### src/rtl/rob_tracker.sv
// -----------------------------------------------------------------------------
// rob_tracker
//   Reorder-buffer occupancy and tag manager.
//   - Hands out in-order tags at the tail.
//   - Tracks per-entry valid/done state.
//   - Retires the head entry in program order once it is done.
//   - Flags full/empty for frontend stall gating.
//
// Optional feature macro: ROB_PERF_CNT_EN
//   When defined, adds perf_full_stalls. It counts cycles with
//   rob_full && rob_increment, saturates, and is cleared by reset only.
//
// Ports
//   clk              clock, all state updates on the rising edge
//   reset            asynchronous, active-low clear of all state
//   rob_increment    allocate one entry at the tail
//   rob_decrement    retire request for the head entry
//   complete_valid   an execution result is being written back
//   complete_tag     tag of the completing entry
//   flush            squash every entry
//   rob_full         count == ROB_DEPTH
//   rob_empty        count == 0
//   rob_count        occupied entries, 0..ROB_DEPTH
//   alloc_tag        tag the next accepted allocation receives
//   head_tag         tag of the oldest entry
//   retire_valid     registered 1-cycle pulse: an entry retired
//   retire_tag       tag that retired (meaningful with retire_valid)
//   rob_overflow     registered 1-cycle pulse: allocation dropped while full
//   perf_full_stalls (ROB_PERF_CNT_EN only) saturating full-stall cycle count
// -----------------------------------------------------------------------------
module rob_tracker #(
   parameter  int ROB_DEPTH = 16,
   localparam int TAG_W     = $clog2(ROB_DEPTH)
) (
   input  logic             clk,
   input  logic             reset,
   input  logic             rob_increment,
   input  logic             rob_decrement,
   input  logic             complete_valid,
   input  logic [TAG_W-1:0] complete_tag,
   input  logic             flush,
   output logic             rob_full,
   output logic             rob_empty,
   output logic [TAG_W:0]   rob_count,
   output logic [TAG_W-1:0] alloc_tag,
   output logic [TAG_W-1:0] head_tag,
   output logic             retire_valid,
   output logic [TAG_W-1:0] retire_tag,
   output logic             rob_overflow
`ifdef ROB_PERF_CNT_EN
   ,
   output logic [31:0]      perf_full_stalls
`endif
);

   localparam logic [TAG_W:0] DEPTH_CNT = ROB_DEPTH[TAG_W:0];
   localparam logic [TAG_W:0] PTR_ONE   = {{TAG_W{1'b0}}, 1'b1};

   // Pointers carry an extra wrap bit so full and empty are distinguishable.
   logic [TAG_W:0]         head_reg, tail_reg;
   logic [ROB_DEPTH-1:0]   valid_reg, done_reg;
   logic [ROB_DEPTH-1:0]   valid_next, done_next;
   logic                   retire_valid_reg, rob_overflow_reg;
   logic [TAG_W-1:0]       retire_tag_reg;

   logic [TAG_W:0]         count;
   logic [TAG_W-1:0]       head_idx, tail_idx;
   logic                   alloc_ok, retire_ok, complete_ok;

   assign count     = tail_reg - head_reg;
   assign head_idx  = head_reg[TAG_W-1:0];
   assign tail_idx  = tail_reg[TAG_W-1:0];

   assign rob_count = count;
   assign rob_full  = (count == DEPTH_CNT);
   assign rob_empty = (count == '0);
   assign alloc_tag = tail_idx;
   assign head_tag  = head_idx;

   assign retire_valid = retire_valid_reg;
   assign retire_tag   = retire_tag_reg;
   assign rob_overflow = rob_overflow_reg;

   // All three operations are judged against start-of-cycle state.
   // The slot freed by a retire is therefore not reusable in the same cycle.
   assign alloc_ok    = rob_increment && !rob_full;
   assign retire_ok   = rob_decrement && !rob_empty && done_reg[head_idx];
   assign complete_ok = complete_valid && valid_reg[complete_tag];

   // Per-entry next state.
   // Alloc and retire can only target the same slot when the ROB is empty
   // or full, and in those cases one of them is already disabled.
   // A completion aimed at a slot being allocated cannot see valid=1,
   // so the allocation keeps done at 0.
   generate
      for (genvar gi = 0; gi < ROB_DEPTH; gi++) begin : g_entry
         logic alloc_here, retire_here, complete_here;
         assign alloc_here    = alloc_ok    && (tail_idx     == TAG_W'(gi));
         assign retire_here   = retire_ok   && (head_idx     == TAG_W'(gi));
         assign complete_here = complete_ok && (complete_tag == TAG_W'(gi));

         always_comb begin
            valid_next[gi] = valid_reg[gi];
            done_next[gi]  = done_reg[gi];
            if (flush) begin
               valid_next[gi] = 1'b0;
               done_next[gi]  = 1'b0;
            end else if (alloc_here) begin
               valid_next[gi] = 1'b1;
               done_next[gi]  = 1'b0;
            end else if (retire_here) begin
               valid_next[gi] = 1'b0;
               done_next[gi]  = 1'b0;
            end else if (complete_here) begin
               done_next[gi]  = 1'b1;
            end
         end
      end
   endgenerate

   always_ff @(posedge clk or negedge reset) begin
      if (!reset) begin
         head_reg         <= '0;
         tail_reg         <= '0;
         valid_reg        <= '0;
         done_reg         <= '0;
         retire_valid_reg <= 1'b0;
         retire_tag_reg   <= '0;
         rob_overflow_reg <= 1'b0;
      end else begin
         valid_reg <= valid_next;
         done_reg  <= done_next;
         if (flush) begin
            head_reg         <= '0;
            tail_reg         <= '0;
            retire_valid_reg <= 1'b0;
            rob_overflow_reg <= 1'b0;
         end else begin
            if (alloc_ok)  tail_reg <= tail_reg + PTR_ONE;
            if (retire_ok) begin
               head_reg       <= head_reg + PTR_ONE;
               retire_tag_reg <= head_idx;
            end
            retire_valid_reg <= retire_ok;
            rob_overflow_reg <= rob_increment && rob_full;
         end
      end
   end

`ifdef ROB_PERF_CNT_EN
   // Flush does not clear this counter; only reset does.
   logic [31:0] perf_reg;
   always_ff @(posedge clk or negedge reset) begin
      if (!reset) begin
         perf_reg <= '0;
      end else if (rob_full && rob_increment && (perf_reg != 32'hFFFF_FFFF)) begin
         perf_reg <= perf_reg + 32'd1;
      end
   end
   assign perf_full_stalls = perf_reg;
`endif

endmodule

### config.mk
export PLATFORM = sky130hd
export DESIGN_NAME = rob_tracker
export DESIGN_NICKNAME = d
export VERILOG_FILES = /design/src/rtl/rob_tracker.sv
export SDC_FILE = /design/constraint.sdc
export NUM_CORES = 1
export LEC_CHECK = 0
export BUFFER_PORTS_ARGS = -buffer_cell sky130_fd_sc_hd__buf_4
export CAP_MARGIN = 10
export CORE_MARGIN = 3
export CORE_UTILIZATION = 50
export DETAILED_ROUTE_END_ITERATION = 16
export HOLD_SLACK_MARGIN = 0.15
export PLACE_DENSITY = 0.69
export SKIP_LAST_GASP = 1
export SYNTH_ARGS = -nofsm -noshare
export SYNTH_HDL_FRONTEND = slang
export SYNTH_SLANG_ARGS = --single-unit
### constraint.sdc
create_clock -name clk -period 5.85 [get_ports clk]
set_input_delay 0.8775 -clock clk [delete_from_list [all_inputs] [get_ports clk]]
set_output_delay 0.8775 -clock clk [all_outputs]
set_load 0.03 [all_outputs]
==> results.py, run 1 <==
metrics = {
    "sta": {
        "setup_viol": 0,
        "fin_crit_sh_pct": 65.6,
        "fmaxAchievable_ghz": 0.261,
        "setup_tns_ns": 0,
        "grt_setup_unrepaired": "false",
        "drv_slew": 0,
        "worst-slew-pin-transition_ns": 0.683,
        "timing.final.hold_violations": 0,
        "max-slew-margin-rel_pct": 54.0,
        "skew_ns": 0.0140,
        "min_period_ns": 3.84,
    },
    "critical_path": {
        "rrSetupSlack_ns": 2.50,
        "start_kind": "flip-flop",
        "crit_cells": 8,
        "worstPathRequired_ns": 4.97,
        "crit_slowest_cell": "dfrtp_1",
        "path_cells": "ha_1 > fa_1 > nand3_1 > a211oi_1 > or2_0 > nand2_1 > inv_1 > buf_4",
        "slowest_delay_ns": 0.59,
        "arrival_ns": 2.96,
        "worst_r2r_path_depth": 9,
        "worst-path-buf-inv": 2,
        "rr_startpoint": "head_reg[0]$_DFFE_PN0P_",
        "path_class": "reg2out",
        "critPathMaxFanout": 11,
        "cp_top_family": "adder cells",
        "r2r_end": "done_reg[0]$_DFFE_PN0P_",
        "crit_path_end_kind": "output pin",
    },
    "cts": {
        "h-tree-depth": 2,
        "clockRootBuffer": "clkbuf_8",
        "cts_sinks": 48,
        "cts_buffers": 5,
        "cts_resized": 0,
        "hold_buffers": 0,
        "cts_buffer_depth": 2,
        "clkTransAtPathRegs_ns": 0.10,
        "clk_latency_ns": 0.31,
        "postCtsSetupBuffers": 0,
        "tritoncts": "built",
    },
    "layout": {
        "area_growth_pct": 9.16,
        "n_antenna_cell": 0,
        "layout-drive-gt1-share_pct": 18.2,
        "final_net_count": 351,
        "final_core_util_pct": 58.7,
    },
    "routing": {
        "postRouteAntennaNets": 0,
        "drc_errors": 0,
        "postRouteWirelength_um": 8210,
        "via_per_inst": 6.38,
        "wl_per_cell_um": 20.5,
        "vias": 2557,
        "dr.pass1.iters": 4,
        "first_iter_violations": 239,
    },
    "power": {
        "ir_drop_uv": 154,
        "p_per_area_nw_per_um2": 209,
        "power.leakage_uw": 0.00154,
        "pwr-share-seq_pct": 48.6,
        "pwr-share-comb_pct": 16.6,
        "p_int_uw": 500,
        "switching_share_pct": 28.9,
        "switchingPower_uw": 203,
        "pwr-share-clk_pct": 34.8,
    },
    "die": {
        "rows": 27,
        "die_y_um": 84.6,
        "io_pins": 31,
        "start_util_pct": 53.8,
        "die-area_um2": 7150,
        "core_um2": 5740,
        "die_w_um": 84.6,
    },
    "run_status": {
        "status": "completed",
    },
    "logic_synthesis": {
        "synth_seq_area_share_pct": 38.9,
        "synth_cell_types": 59,
        "syn_inst": 315,
        "synth_edf_count": 0,
        "ys_async_sr_fraction_pct": 100,
        "avgSynthCellArea_um2": 9.80,
        "synth_fp_nets": 338,
        "yosys_warnings": 0,
        "ys_ff_latch": 48,
        "syn-cell-area_um2": 3090,
        "synthFlopType": "dfrtp_1",
    },
    "global_route": {
        "grt_pass1_wl_um": 13800,
        "grt_pass1_vias": 2602,
        "grt_use_total_pct": 24.3,
        "antenna_found_initial": 0,
        "grt_overflow_total": 0,
        "grt_max_degree": 49,
    },
    "flow_run": {
        "drv_cap": 0,
    },
    "min_path": {
        "min_to": "valid_reg[5]$_DFFE_PN0P_",
        "hold_depth": 1,
        "worstHoldStart": "valid_reg[5]$_DFFE_PN0P_",
        "hold_class": "reg2reg",
    },
    "place": {
        "dp_hpwl_um": 5930,
        "gpl.final_weighted_congestion": 0.915,
        "io_buffers": 30,
    },
}
==> cells by family after synthesis <==
group,Yosys count,synth area share [%]
compound gates,89,21.2
mux,17,7.62
fa+ha+maj,13,5.51
buf+inv,40,6.60
flops,48,38.9
simple gates,98,16.9
xor+xnor,10,3.32
==> power by group through the flow <==
stage	logic (µW)	registers, µW	clock network [µW]
detailed placement	116	349	0
global route	129	344	261
finish	117	342	245
CTS	117	342	247
global placement	116	348	0
floorplan	82.3	347	0
==> routing by layer <==
| metal | GRT usage [%] | share of wire (%) | up-vias |
|---|---|---|---|
| met5 | 0 | 0 | - |
| met4 | 5.32 | 1.4 | 0 |
| met3 | 4.51 | 6.7 | 16 |
| met2 | 38.2 | 48 | 104 |
| met1 | 34.9 | 44 | 1257 |
| li1 | - | - | 1180 |
==> worst max path at each step <==
stage                                  startpoint         to  slack (ns)
final                     head_reg[0]$_DFFE_PN0P_  rob_empty        2.01
after global routing      head_reg[0]$_DFFE_PN0P_  rob_empty        1.71
after CTS                 head_reg[0]$_DFFE_PN0P_  rob_empty        1.99
after detailed placement  head_reg[0]$_DFFE_PN0P_  rob_empty        2.35
after global placement    head_reg[0]$_DFFE_PN0P_  rob_empty        2.41
after floorplan           tail_reg[0]$_DFFE_PN0P_  rob_empty        2.62
==> placed cells by master, fill, tap and decap left out, types with 4 or more instances in the layout <==
cell	n
inv_1	16
dfrtp_1	48
mux2i_1	10
a21oi_1	21
a2111oi_0	4
and3b_1	4
nand2_1	16
mux4_2	5
ha_1	12
a211oi_1	4
nor3_1	6
and2_1	4
nor2b_1	8
xnor2_1	5
o21ai_0	12
o31ai_1	5
a31oi_1	8
buf_4	30
a32o_1	4
nor2_1	22
clkbuf_8	5
nand3_1	18
==> cell type report <==
class,count,area [µm²]
Tap cell,72,90.1
Fill cell,512,2370
Sequential cell,48,1200
Multi-Input combinational cell,227,1680
Timing Repair Buffer,30,225
Clock buffer,5,68.8
Clock inverter,3,42.5
Inverter,16,60.1
==> Yosys cell counts (all sizes together) (2+ instances only) <==
| cell type | n | share of area [%] |
|---|---|---|
| and2 | 4 | 0.81 |
| a21o | 4 | 1.2 |
| and3 | 2 | 0.41 |
| or3b | 3 | 0.85 |
| a22o | 3 | 0.85 |
| nand4b | 2 | 0.57 |
| xor2 | 4 | 1.4 |
| mux2i | 10 | 3.2 |
| mux2 | 2 | 0.73 |
| xnor2 | 6 | 1.9 |
| nor2 | 22 | 2.7 |
| a31oi | 8 | 1.6 |
| o2bb2ai | 2 | 0.57 |
| mux4 | 5 | 3.6 |
| ha | 12 | 4.9 |
| clkbuf | 10 | 1.2 |
| nand3 | 18 | 2.9 |
| o22ai | 2 | 0.41 |
| a21oi | 24 | 4.5 |
| o211ai | 3 | 0.89 |
| nor3 | 6 | 0.97 |
| o311a | 2 | 0.65 |
| o41ai | 2 | 1.1 |
| nand2b | 2 | 0.41 |
| a32o | 4 | 1.3 |
| a211oi | 4 | 0.97 |
| and3b | 4 | 1.1 |
| nor2b | 8 | 1.6 |
| a41oi | 3 | 0.85 |
| buf | 14 | 3.4 |
| nand3b | 2 | 0.49 |
| a31o | 2 | 0.57 |
| nand2 | 16 | 1.9 |
| nor4 | 3 | 0.61 |
| a2111oi | 5 | 1.5 |
| o31ai | 5 | 1.2 |
| inv | 16 | 1.9 |
| o21ai | 12 | 1.9 |
| dfrtp | 48 | 39 |
| or2 | 2 | 0.41 |
==> stage by stage <==
stage                     setup WS [ns]  cell area (µm²)  power (µW)  instances  hold WS (ns)
after global routing               1.71             3370         734        401         0.528
after CTS                          1.99             3370         706        401         0.501
after detailed placement           2.35             3260         465        393         0.481
after floorplan                    2.62             3090         429        315         0.460
after global placement             2.41             3260         464        393         0.480
final                              2.01             3370         704        401         0.499
(Power assumes the default switching activity.)
==> run 2, diff against run 1 <==
==> constraint.sdc (replaced) <==
create_clock -name clk -period 3.8 [get_ports clk]
set_input_delay 0.57 -clock clk [delete_from_list [all_inputs] [get_ports clk]]
set_output_delay 0.57 -clock clk [all_outputs]
set_load 0.03 [all_outputs]
==> results.py, run 2 (same netlist as run 1, synthesis figures left out) <==
metrics = {
    "cts": {
        "cts_resized": 0,
        "h-tree-depth": 2,
        "clk_latency_ns": 0.31,
        "clkTransAtPathRegs_ns": 0.10,
        "cts_sinks": 48,
        "cts_buffer_depth": 2,
        "cts_buffers": 5,
        "hold_buffers": 0,
        "postCtsSetupBuffers": 0,
        "tritoncts": "built",
        "clockRootBuffer": "clkbuf_8",
    },
    "routing": {
        "vias": 2599,
        "drc_errors": 0,
        "wl_per_cell_um": 20.6,
        "postRouteWirelength_um": 8270,
        "first_iter_violations": 239,
        "postRouteAntennaNets": 0,
        "dr.pass1.iters": 6,
        "via_per_inst": 6.47,
    },
    "sta": {
        "timing.final.hold_violations": 0,
        "setup_tns_ns": 0,
        "skew_ns": 0.0123,
        "fmaxAchievable_ghz": 0.287,
        "drv_slew": 0,
        "setup_viol": 0,
        "max-slew-margin-rel_pct": 53.7,
        "worst-slew-pin-transition_ns": 0.687,
        "grt_setup_unrepaired": "false",
        "min_period_ns": 3.48,
        "fin_crit_sh_pct": 91.7,
    },
    "power": {
        "power.leakage_uw": 0.00156,
        "switching_share_pct": 27.0,
        "pwr-share-comb_pct": 16.0,
        "ir_drop_uv": 169,
        "pwr-share-clk_pct": 38.0,
        "pwr-share-seq_pct": 46.0,
        "switchingPower_uw": 309,
        "p_int_uw": 835,
        "p_per_area_nw_per_um2": 336,
    },
    "critical_path": {
        "worstPathRequired_ns": 3.23,
        "path_class": "reg2out",
        "crit_slowest_cell": "fa_1",
        "critPathMaxFanout": 6,
        "worst_r2r_path_depth": 10,
        "start_kind": "flip-flop",
        "slowest_delay_ns": 0.53,
        "arrival_ns": 2.91,
        "path_cells": "inv_1 > ha_1 > fa_1 > nand3_1 > a211oi_1 > or2_0 > nand2_1 > inv_1 > buf_4",
        "crit_top_cell": "inv_1",
        "crit_path_end_kind": "output pin",
    },
    "layout": {
        "fillerInstances": 518,
        "area_growth_pct": 10.2,
        "layout-drive-gt1-share_pct": 18.5,
        "final_common_cell": "dfrtp_1",
        "final_cell_mix": "dfrtp_1 (48), buf_4 (32), nor2_1 (22)",
        "n_antenna_cell": 0,
        "final_design_area_no_fill_um2": 3400,
        "final_net_count": 353,
    },
    "global_route": {
        "grt_pass1_vias": 2509,
        "grt_overflow_total": 0,
        "antenna_found_initial": 0,
        "grt_use_total_pct": 23.4,
        "grt_pass1_wl_um": 13300,
        "grt_max_degree": 49,
    },
    "die": {
        "die_w_um": 84.6,
        "die-area_um2": 7150,
        "io_pins": 31,
        "core_um2": 5740,
        "die_y_um": 84.6,
        "start_util_pct": 53.8,
        "rows": 27,
    },
    "run_status": {
        "status": "completed",
    },
    "place": {
        "gpl.final_weighted_congestion": 0.887,
        "dpl-instance-area_um2": 3270,
        "dp_hpwl_um": 5920,
        "io_buffers": 30,
    },
    "min_path": {
        "hold_class": "in2async",
    },
    "flow_run": {
        "drv_cap": 0,
    },
}
## run 2: changes by cell type in the layout (fill, tap and decap cells not counted)
cell,before,now
buf_4,30,32
bufinv_16,1,2
clkinvlp_4,1,0
clkinv_2,1,0
## run 2: final cells by class
| class | count | area, µm² | share of cell area (%) |
|---|---|---|---|
| clock buffers | 5 | 68.8 | 2.02 |
| clock inverters | 2 | 60.1 | 1.76 |
| inverters | 16 | 60.1 | 1.76 |
| multi-input cells | 227 | 1680 | 49.4 |
| flip-flops and latches | 48 | 1200 | 35.3 |
| well taps | 72 | 90.1 | 2.65 |
| repair buffers | 32 | 240 | 7.06 |
## run 2: metal layers
| layer | routed length (µm) | GRT usage (%) | share of wire (%) |
|---|---|---|---|
| met1 | 3820 | 34.5 | 46 |
| met2 | 3830 | 35.2 | 46 |
| met3 | 464 | 4.42 | 5.6 |
| met4 | 148 | 6.33 | 1.8 |
| met5 | 0 | 0 | 0 |
## run 2: power groups by stage
stage	clock, µW	sequential [µW]	combinational [µW]
6_report	435	526	183
5_1_grt	464	527	198
4_1_cts	437	526	181
3_5_place_dp	0	536	181
3_3_place_gp	0	535	179
2_1_floorplan	0	534	127
## run 2: worst max-delay path: cells and delay by family (launching register included)
kind / cells / cell delay (ns)
buf+inv: 3 / 0.35
fa+ha+maj: 2 / 0.77
simple gates: 3 / 0.76
compound gates: 1 / 0.26
flops: 1 / 0.47
## run 2: final timing paths
path / start / endpoint / slack, ns
max in group asynchronous: reset / done_reg[6]$_DFFE_PN0P_ / 3.10
min in group clk: valid_reg[2]$_DFFE_PN0P_ / valid_reg[2]$_DFFE_PN0P_ / 0.50
min reg2reg: valid_reg[2]$_DFFE_PN0P_ / valid_reg[2]$_DFFE_PN0P_ / 0.50
max: tail_reg[0]$_DFFE_PN0P_ / rob_empty / 0.32
max reg2reg: tail_reg[0]$_DFFE_PN0P_ / done_reg[0]$_DFFE_PN0P_ / 0.54
min: reset / tail_reg[4]$_DFFE_PN0P_ / 0.26
## run 2: per-stage QoR
stage	hold slack (ns)	std cells	utilization (%)	total power [µW]	setup slack [ns]
finish	0.262	402	59.3	1140	0.316
global route	0.305	402	59.3	1190	0.0865
CTS	0.291	402	59.3	1140	0.311
detailed placement	0.483	395	57.0	717	0.599
global placement	0.480	395	57.0	714	0.765
floorplan	0.274	315	-	661	0.783
